`src/rtl/uart_tx.sv`:
```
// uart_tx: FIFO-fed UART transmitter. Pops one word per frame from a
// fall-through FIFO and serialises it as start bit, data bits LSB first,
// optional parity bit and STOP_BITS stop bits, each CLKS_PER_BIT cycles long.
// Optional feature macro: UART_TX_PARITY_EN (adds one parity bit after the data
// bits; PARITY_ODD selects odd parity).
//
// FIFO handshake: i_fifo_data is valid whenever i_fifo_empty is low. A word
// transfers in any cycle where o_fifo_rd_en is high; o_fifo_rd_en is only ever
// raised while i_fifo_empty is low, so the strobe doubles as "valid & ready".
// The word is captured on the same clock edge that retires the pop.
module uart_tx #(
    parameter int DATA_WIDTH   = 8,
    parameter int CLKS_PER_BIT = 16,
    parameter int STOP_BITS    = 1,
    parameter int PARITY_ODD   = 0
) (
    input  logic                  clk,
    input  logic                  rst,
    input  logic                  i_tx_en,
    input  logic                  i_fifo_empty,
    input  logic [DATA_WIDTH-1:0] i_fifo_data,
    output logic                  o_fifo_rd_en,
    output logic                  o_tx,
    output logic                  o_busy
);

    localparam int TW = (CLKS_PER_BIT > 1) ? $clog2(CLKS_PER_BIT) : 1;
    localparam int IW = 3;

`ifdef UART_TX_PARITY_EN
    typedef enum logic [2:0] {IDLE, START, DATA, PARITY, STOP} state_t;
`else
    typedef enum logic [2:0] {IDLE, START, DATA, STOP} state_t;
`endif

    state_t                state;
    logic [TW-1:0]         timer;
    logic [IW-1:0]         idx;
    logic [DATA_WIDTH-1:0] shreg;

    logic bit_end;
    logic last_data;
    logic last_stop;
    logic can_pop;

    assign bit_end   = (timer == TW'(CLKS_PER_BIT - 1));
    assign last_data = (idx == IW'(DATA_WIDTH - 1));
    assign last_stop = (idx == IW'(STOP_BITS - 1));
    assign can_pop   = i_tx_en && !i_fifo_empty;

    // Pop strobe: from IDLE, or in the final stop cycle to chain frames back to back.
    assign o_fifo_rd_en = can_pop &&
                          ((state == IDLE) ||
                           ((state == STOP) && bit_end && last_stop));

    // Frame sequencer with registered line and busy outputs.
    always_ff @(posedge clk) begin
        if (rst) begin
            state  <= IDLE;
            timer  <= '0;
            idx    <= '0;
            shreg  <= '0;
            o_tx   <= 1'b1;
            o_busy <= 1'b0;
        end else begin
            case (state)
                IDLE: begin
                    timer  <= '0;
                    idx    <= '0;
                    o_tx   <= 1'b1;
                    o_busy <= 1'b0;
                    if (o_fifo_rd_en) begin
                        shreg  <= i_fifo_data;
                        state  <= START;
                        o_tx   <= 1'b0;
                        o_busy <= 1'b1;
                    end
                end

                START: begin
                    if (bit_end) begin
                        timer <= '0;
                        idx   <= '0;
                        state <= DATA;
                        o_tx  <= shreg[0];
                    end else begin
                        timer <= timer + TW'(1);
                    end
                end

                DATA: begin
                    if (bit_end) begin
                        timer <= '0;
                        if (last_data) begin
                            idx <= '0;
`ifdef UART_TX_PARITY_EN
                            state <= PARITY;
                            o_tx  <= (^shreg) ^ 1'(PARITY_ODD);
`else
                            state <= STOP;
                            o_tx  <= 1'b1;
`endif
                        end else begin
                            idx  <= idx + IW'(1);
                            o_tx <= shreg[idx + IW'(1)];
                        end
                    end else begin
                        timer <= timer + TW'(1);
                    end
                end

`ifdef UART_TX_PARITY_EN
                PARITY: begin
                    if (bit_end) begin
                        timer <= '0;
                        idx   <= '0;
                        state <= STOP;
                        o_tx  <= 1'b1;
                    end else begin
                        timer <= timer + TW'(1);
                    end
                end
`endif

                STOP: begin
                    if (bit_end) begin
                        timer <= '0;
                        if (last_stop) begin
                            idx <= '0;
                            if (o_fifo_rd_en) begin
                                // Next word is already popped: start bit follows with no gap.
                                shreg <= i_fifo_data;
                                state <= START;
                                o_tx  <= 1'b0;
                            end else begin
                                state  <= IDLE;
                                o_tx   <= 1'b1;
                                o_busy <= 1'b0;
                            end
                        end else begin
                            idx <= idx + IW'(1);
                        end
                    end else begin
                        timer <= timer + TW'(1);
                    end
                end

                default: begin
                    state  <= IDLE;
                    timer  <= '0;
                    idx    <= '0;
                    o_tx   <= 1'b1;
                    o_busy <= 1'b0;
                end
            endcase
        end
    end

endmodule

```
`config.mk`:
```
export PLATFORM = sky130hd
export DESIGN_NAME = uart_tx
export DESIGN_NICKNAME = d
export VERILOG_FILES = /design/src/rtl/uart_tx.sv
export SDC_FILE = /design/constraint.sdc
export NUM_CORES = 1
export LEC_CHECK = 0
export ABC_AREA = 1
export CAP_MARGIN = 20
export CORE_AREA = 2 2 48 50
export CTS_CLUSTER_SIZE = 24
export DETAILED_ROUTE_END_ITERATION = 10
export DIE_AREA = 0 0 50 52
export PLACE_DENSITY = 0.79
export SLEW_MARGIN = 20
export SYNTH_ARGS = -nofsm -noshare
export SYNTH_HDL_FRONTEND = slang
export SYNTH_SLANG_ARGS = --single-unit
```
`constraint.sdc`:
```
create_clock -name clk -period 1.9 [get_ports clk]
set_input_delay 0.38 -clock clk [delete_from_list [all_inputs] [get_ports clk]]
set_output_delay 0.38 -clock clk [all_outputs]
set_load 0.1 [all_outputs]
```
==> results.yml <==
global_routing:
  grt_pass1_wl_mm: 3.46
  track_usage_pct: 17.3
  overflow: 0
  grt_max_degree: 13
  grt_antenna_before_repair: 0
  first_global_vias: 859
synthesis:
  yosys.area.top_type: "dfxtp_1"
  synth_nets: 168
  synth_cell_types: 20
  synth.avg_cell_area_um2: 7.09
  netlist_instances: 147
  yosys_warnings: 0
  yosysSeqAreaShare_pct: 36.5
  syn_area_mm2: 0.00104
  ys_top_cells_by_area: "dfxtp_1 (36%), ha_1 (11%), nand2_1 (11%)"
  synth_top_area_share_pct: 36.5
  synth_seq_cells: 19
routing:
  drc: 0
  dr.pass1.iters: 5
  vias: 936
  routedWlPerCell_um: 9.80
  first_iter_violations: 10
  ant_nets: 0
  wl_mm: 1.91
  via_per_inst: 4.80
sta:
  max_freq_ghz: 0.552
  slew_headroom_pct: 79.8
  finalClockSkew_ns: 0.00478
  finalHoldViolCount: 0
  finalSetupViolations: 0
  period_needed_ns: 1.81
  tns_ns: 0
  tightest_slew_ns: 0.302
  rsz0062_at_grt: "false"
  fin_ws_ns: 0.0869
  holdWs_ns: 0.458
  fin_crit_sh_pct: 95.4
  slew_viol_final: 0
final_layout:
  area_growth_pct: 24.7
  final_area_mm2: 0.00130
  layout_commonest_cell: "nand2_1"
  nets: 189
  drive_gt1_share_pct: 16.2
  utilization_pct: 61.7
  fillers: 187
  most-common-layout-cells: "nand2_1 (30), nor2_1 (25), inv_1 (18)"
  diodes: 0
clocking:
  insertion_delay_ns: 0.30
  cts-root-buf: "clkbuf_4"
  clockBufferDepth: 2
  path_clk_slew_ns: 0.11
  cts_tree: "done"
  htreeDepth: 1
  cts_hold_buf: 0
  clock_sinks: 19
  cts_inserted_buffers: 3
setup_path:
  slowest_stage: "dfxtp_1"
  required_ns: 1.52
  crit_path_end_kind: "output pin"
  path_class: "flip-flop to output pin"
  cp.arrival_ns: 1.43
  r2r-end: "state[1]"
  start_kind: "flip-flop"
  critPathMaxStageDelay_ns: 0.38
  reg2reg_slack_ns: 0.26
  critical_path_buf_inv_count: 1
  crit_family: "simple AND/OR/NAND/NOR gates"
  crit_cells: 6
  path_cells: "ha_4 > nand3_4 > nor2_2 > nand2_2 > nand2_4 > buf_12"
  reg2regPathDepth: 10
  cp_max_fo: 5
  r2r_start: "state[0]"
hold_path:
  whs_path_depth: 1
  hp-class: "flip-flop to flip-flop"
  hp-start: "timer[0]"
  holdPathEnd: "timer[0]"
floorplanning:
  die_w_um: 50
  die_h_um: 52
  io-pin-count: 15
  coreArea_mm2: 0.00211
  fp-row-count: 17
  die_area_mm2: 0.00260
  start_util_pct: 49.5
power_and_ir_drop:
  comb_power_share_pct: 52.3
  p_seq_share_pct: 34.4
  internal_power_uw: 844
  peakVddDrop_mv: 0.993
  p_clk_share_pct: 13.3
  power_density_mw_per_mm2: 1220
  p_switching_uw: 745
  cellLeakagePower_nw: 0.558
  swShare_pct: 46.9
flow_run:
  maxCapViolCount: 0
place:
  pre_cts_slack_ns: 0.0196
  port_buffers: 14
  place_area_mm2: 0.00124
  place.detailed.hpwl_mm: 1.50
  place.gp.congestion: 0.876
run_status:
  status: "finished clean"
==> worst reg2reg max path, cell delays in order, from the launching register on <==
cell and delay, ns:
dfxtp_2 0.38, inv_1 0.10, ha_1 0.24, nor2_1 0.13, nand2_1 0.08, nand2_2 0.10, nand2_1 0.09, inv_1 0.09
nand2_1 0.10, o21ai_0 0.18, a21oi_1 0.06
==> through the flow <==
step	instances	power (mW)
after global routing	195	1.73
final	195	1.59
after CTS	195	1.57
after floorplan	147	1.18
after global placement	191	1.35
after detailed placement	191	1.36
==> state kept, by name, summed over array words and instances, names as in the netlist <==
register	cells
state	2
idx	3
timer	4
o_busy	1
o_tx	1
shreg	8
==> kinds of logic (layout without fill, tap and decap cells) <==
family | after synthesis | count (layout) | share of synthesized area, %
simple gates | 75 | 75 | 32.2
compound gates | 22 | 22 | 11.5
buf+inv | 21 | 41 | 8.16
flops | 19 | 19 | 36.5
fa+ha+maj | 9 | 9 | 10.8
xor+xnor | 1 | 1 | 0.840
==> worst max path at each step <==
| stage | start | to | slack, ns |
|---|---|---|---|
| 6_report | timer[1] | o_fifo_rd_en | 0.09 |
| 5_1_grt | state[1] | o_fifo_rd_en | 0.007 |
| 4_1_cts | timer[0] | o_fifo_rd_en | 0.02 |
| 3_5_place_dp | i_tx_en | shreg[2] | 0.02 |
| 3_3_place_gp | i_tx_en | o_fifo_rd_en | 0.07 |
| 2_1_floorplan | idx[0] | shreg[1] | 0.26 |
==> synthesized netlist by cell type <==
cell      instances
o21ai_1           2
nand3_1          12
inv_1            19
clkbuf_2          1
xnor2_1           1
or2_2             1
a211oi_1          1
o21ai_0           8
nand2_4           2
a21oi_2           1
ha_1              9
o21ai_2           1
nand2_1          30
nor2_1           26
nand2_2           2
dfxtp_1          19
nand3_4           1
nor2_2            1
clkinv_4          1
a21oi_1           9
==> area by class of cell <==
| type | instances | area, um2 | share of cell area, % |
|---|---|---|---|
| timing repair buffer | 17 | 168 | 12.9 |
| clock inverter | 1 | 5.00 | 0.385 |
| inverter | 20 | 80.1 | 6.16 |
| sequential | 19 | 383 | 29.5 |
| tap | 28 | 35.0 | 2.69 |
| clock buffer | 3 | 22.5 | 1.73 |
| multi-input combinational | 107 | 607 | 46.7 |
==> timing repair <==
action / 4_1_cts / 5_1_grt
endpoints found under the setup margin: 1 / 1
gates resized for setup: 2 / 7
setup buffers: 0 / 0
==> power groups by stage <==
stage | Combinational [mW] | Sequential (mW) | Clock, mW
2_1_floorplan | 0.510 | 0.668 | 0
3_5_place_dp | 0.818 | 0.541 | 0
3_3_place_gp | 0.813 | 0.539 | 0
5_1_grt | 0.938 | 0.560 | 0.235
6_report | 0.831 | 0.546 | 0.212
4_1_cts | 0.822 | 0.533 | 0.214
==> layer usage <==
metal / vias to the layer above / part of all wire, % / GRT usage (%) / wire length (um)
li1: 505 / - / - / -
met1: 406 / 49 / 20.9 / 930
met2: 19 / 46 / 29.2 / 881
met3: 6 / 3.3 / 3.74 / 64
met4: 0 / 1.8 / 7.87 / 35
met5: - / 0 / 0 / 0
Note: power is estimated with default switching activity, not from simulation.
==> edit 1 (config.mk and constraints unchanged) <==
`CLKS_PER_BIT`: 16 -> 32.
--- a/src/rtl/uart_tx.sv
+++ b/src/rtl/uart_tx.sv
@@ -10,7 +10,7 @@
 // The word is captured on the same clock edge that retires the pop.
 module uart_tx #(
     parameter int DATA_WIDTH   = 8,
-    parameter int CLKS_PER_BIT = 16,
+    parameter int CLKS_PER_BIT = 32,
     parameter int STOP_BITS    = 1,
     parameter int PARITY_ODD   = 0
 ) (
Function: same outputs for any inputs over 10 cycles, from zero or initial values and one cycle with rst high; that may be too few to reach the edited logic, so the function may still have changed.
==> edit 1 against the original RTL <==
The run now ends with setup timing left; largest cell class unchanged; design area grew 10%; final cell count grew 5.6%; largest power group unchanged; setup slack lost 210 ps; sequential cell count grew 1; power grew 22%; wire length grew 30%; via count grew 12%; hold slack gained 15 ps; clock skew shrank 2.7 ps; area after synthesis grew 2.5%.
==> edit 1: results (changes against the original RTL) <==
Critical path
  – Slowest cell on crit path: dfxtp_2
  – Worst r2r src: timer[0]
  – Arr. time, crit path: 1640 ps (+210 ps)
  – Flop2flop setup slack: 130 ps (-130 ps)
  – R2r endpoint: o_busy
  – Critical-path maximum fanout: 2 (-3)

STA
  – # setup viols final: 1 (+1)
  – Tightest Pin Transition: 342 ps (+39.6 ps)
  – Final setup margin: -118 ps (-205 ps)
  – Clock skew: 2.11 ps (-2.67 ps)

Status
  – Outcome: complete, but fails checks
  – Failing checks: setup timing

Power
  – Leakage: 0.634 nW (+14%)
  – Peak supply drop: 0.000924 V (-6.9%)

Routing
  – Drt pass-1 iters: 4 (-1)
  – Vias per cell: 5.07 (+5.6%)
  – Metal-1 WL: 1040 µm (+12%)
  – Final WL: 2480 µm (+30%)
  – DR iter-0 viols: 32 (+22)
  – Highest routed layer: met4

Global route
  – Gr usage total: 20.0% (+2.8 points)
  – Global-route wire length before repair: 3930 µm (+14%)
  – Vias in the first global route: 976 (+14%)

Placement
  – Routability cong.: 0.919 (+4.8%)
  – Detailed placement HPWL: 1740 µm (+16%)

Logic synthesis
  – Share of the yosys chip area belonging to registers: 37.5% (+0.98 points)
  – Synth top cells by count: nand2_1 (38), dfxtp_1 (20), inv_1 (19)
  – Top cells by area, synth: dfxtp_1 (37%), nand2_1 (13%), ha_1 (12%), nand3_1 (8.4%), inv_1 (6.7%)

CTS
  – CTS Buf Count: 3 (unchanged)

Min path
  – Worst Hold End: shreg[7]
  – Hold Crit Start: shreg[7]
  – Worst Hold Depth: 2 (+1)

Layout
  – Number of fill cells in the layout: 166 (-11%)
  – Biggest regs: shreg x8, timer x5, idx x3
  – Final net count: 201 (+6.3%)
edit 1: worst max-delay path by stage:
stage,from,endpoint,slack [ps]
final,timer[0],o_fifo_rd_en,-120
after global routing,timer[0],o_fifo_rd_en,-200
after CTS,timer[1],o_fifo_rd_en,-180
after detailed placement,timer[0],shreg[0],-30
after global placement,i_tx_en,o_fifo_rd_en,20
after floorplan,timer[0],shreg[0],40
edit 1: report_power, final:
part	switching, mW	internal [mW]	total, mW
logic	0.644	0.373	1.02
registers	0.0647	0.506	0.571
clock network	0.142	0.213	0.355
edit 1: final cells by class:
type,instances,area (µm²),share of cell area [%]
repair buffers,24,245,17.1
clock buffers,3,22.5,1.57
inverters,21,78.8,5.49
clock inverters,1,30.0,2.09
flip-flops and latches,20,404,28.1
multi-input cells,109,621,43.2
well taps,28,35.0,2.44
edit 1: logic make-up after synthesis:
| family | after synthesis | share of synthesized area, % |
|---|---|---|
| AOI/OAI and AO/OA | 21 | 10.4 |
| adders and majority gates | 10 | 11.7 |
| buffers and inverters | 23 | 8.43 |
| DFF | 20 | 37.5 |
| and+or+nand+nor | 78 | 32.0 |
edit 1: worst max-delay path, delay by kind of cell (launching register included):
kind | cells | cell delay [ps]
simple gates | 5 | 390
flops | 1 | 370
fa+ha+maj | 2 | 330
buf+inv | 2 | 230
edit 1: layer usage:
metal	track usage [%]	vias up
met4	14.4	0
met3	4.31	10
li1	-	539
met5	0	-
met2	35.5	26
met1	20.9	469
edit 1: repair_timing:
item	CTS	global route
pin swaps	4	4
gates resized for setup	9	8
cloned	0	1
endpoints found under the hold margin	0	0
setup buffers	4	1
endpoints found under the setup margin	9	10
edit 1: through the flow:
stage | util [%] | area (µm²) | cells | power (mW) | hold slack, ps
detailed placement | 60.5 | 1270 | 197 | 1.48 | 447
finish | 68.2 | 1440 | 206 | 1.94 | 473
global route | 68.2 | 1440 | 206 | 2.08 | 502
CTS | 65.9 | 1390 | 205 | 1.87 | 476
floorplan | - | 1070 | 152 | 1.26 | 418
global placement | 60.5 | 1270 | 197 | 1.46 | 430
==> edit 2 (config.mk and constraints unchanged) <==
Made on the original files. Make the reset (`rst`) asynchronous in one clocked block.
--- a/src/rtl/uart_tx.sv
+++ b/src/rtl/uart_tx.sv
@@ -54,7 +54,7 @@
                            ((state == STOP) && bit_end && last_stop));
 
     // Frame sequencer with registered line and busy outputs.
-    always_ff @(posedge clk) begin
+    always_ff @(posedge clk or posedge rst) begin
         if (rst) begin
             state  <= IDLE;
             timer  <= '0;
Check against the original RTL: differs if rst is asserted again (counterexample within 4 cycles, from zero or initial values and one cycle with rst high); with rst held inactive, the same outputs for 10 cycles.
==> edit 2 against the original RTL <==
Maximum frequency shrank 2.8%; setup slack lost 52 ps; sequential cell count is the same; wire length grew 14%; area after synthesis grew 6.1%; clock skew shrank 2.1 ps; design area grew 11%.
Power is not compared: it rests on default switching activity, and its combinational part moved more than twofold at a synthesized area within 25%.
==> edit 2: results (changes against the original RTL) <==
STA
  – Tightest Pin Transition: 311 ps (+9.37 ps)
  – Final setup margin: 34.5 ps (-52.4 ps)
  – Clock skew: 2.66 ps (-2.13 ps)

Logic synthesis
  – Synth top cells by count: nand2_1 (40), nand3_1 (20), dfrtp_1 (18)
  – Xor-xnor portion of the synthesized cell area: 0.792% (-0.048 points)
  – Top cells by area, synth: dfrtp_1 (41%), nand2_1 (14%), ha_1 (10%), nand3_1 (9.0%), inv_1 (5.8%)
  – Syn_nets: 159 (-5.4%)
  – Post-synth cell types: 19 (-5.0%)
  – Synth Area in Compound Gates: 4.98% (-6.5 points)
  – Post-synthesis async set-or-reset flop share: 100% (+100 points)
  – Top FF cell, synth: dfrtp_1
  – Post-Synthesis Cells: 138 (-6.1%)
  – Post-Synth Adder-Cell Area: 10.2% (-0.62 points)
  – Share of the yosys chip area belonging to registers: 43.1% (+6.6 points)

Critical path
  – Slowest cell on crit path: dfrtp_2
  – R2r endpoint: state[0]
  – Flop2flop setup slack: 320 ps (+60 ps)
  – Worst r2r src: state[0]
  – Critical-path maximum fanout: 4 (-1)
  – Critical Path Max Stage Delay: 460 ps (+80 ps)
  – Arr. time, crit path: 1490 ps (+60 ps)
  – CP top delay family: flip-flops
  – Critical Path Source: state[0]
  – R2R depth: 11 (+1)

Min path
  – Type of the worst min-delay path: in -> async

Power
  – Combinational Power: 0.0338 mW
  – Power share of the sequential group: between 60% and 70%
  – Peak supply drop: 0.000419 V

Global route
  – Vias in the first global route: 923 (+7.5%)
  – Gr usage total: 18.7% (+1.4 points)
  – Global-route wire length before repair: 3680 µm (+6.4%)
  – Largest net degree at the start of global routing: 20 (+7)

Routing
  – Vias per cell: 5.11 (+6.6%)
  – Final WL: 2180 µm (+14%)
  – Drt pass-1 iters: 4 (-1)
  – DR iter-0 viols: 26 (+16)

Placement
  – Place WS: 74.9 ps (+55.3 ps)
  – Placed Instances: 182 (-4.7%)
  – Area after DPL: 1310 µm² (+5.9%)
  – Routability cong.: 0.822 (-6.2%)
  – Detailed placement HPWL: 1660 µm (+11%)
  – Port bufs: 14 (unchanged)

Layout
  – Fin cells: 192 (-1.5%)
  – Share of cells above drive strength 1: 23.8% (+7.6 points)
  – Final net count: 186 (-1.6%)
  – Number of fill cells in the layout: 177 (-5.3%)
  – Biggest regs: shreg x8, timer x4, idx x3

Status
  – Outcome: finished clean

CTS
  – Clock latency on the worst-skew pair: ~290 ps
  – Setup Buffers After CTS: 2 (+2)
  – # resized after CTS: 5 (+3)
==> edit 2: worst min-delay path by stage <==
| stage | depth (start not counted) | endpoint | slack (ps) |
|---|---|---|---|
| 3_5_place_dp | 1 | timer[0] | 470 |
| 2_1_floorplan | 1 | idx[0] | 330 |
| 6_report | 3 | o_busy | 390 |
| 3_3_place_gp | 1 | timer[0] | 450 |
| 4_1_cts | 3 | shreg[0] | 400 |
| 5_1_grt | 3 | o_busy | 410 |
==> edit 2: metal layers <==
layer | global-route usage, % | share of wire (%) | vias up
met5 | 0 | 0 | -
met4 | 9.72 | 1.8 | 0
met3 | 1.72 | 2.8 | 4
met2 | 33.6 | 52 | 24
met1 | 22.2 | 43 | 463
li1 | - | - | 491
==> edit 2: cell type report <==
class                      count  area, µm²  area share [%]
clock buffer                   4       26.3            1.82
inverter                      19       71.3            4.94
multi-input combinational     99        607            42.0
sequential                    19        480            33.2
tap                           28       35.0            2.42
timing repair buffer          23        225            15.6
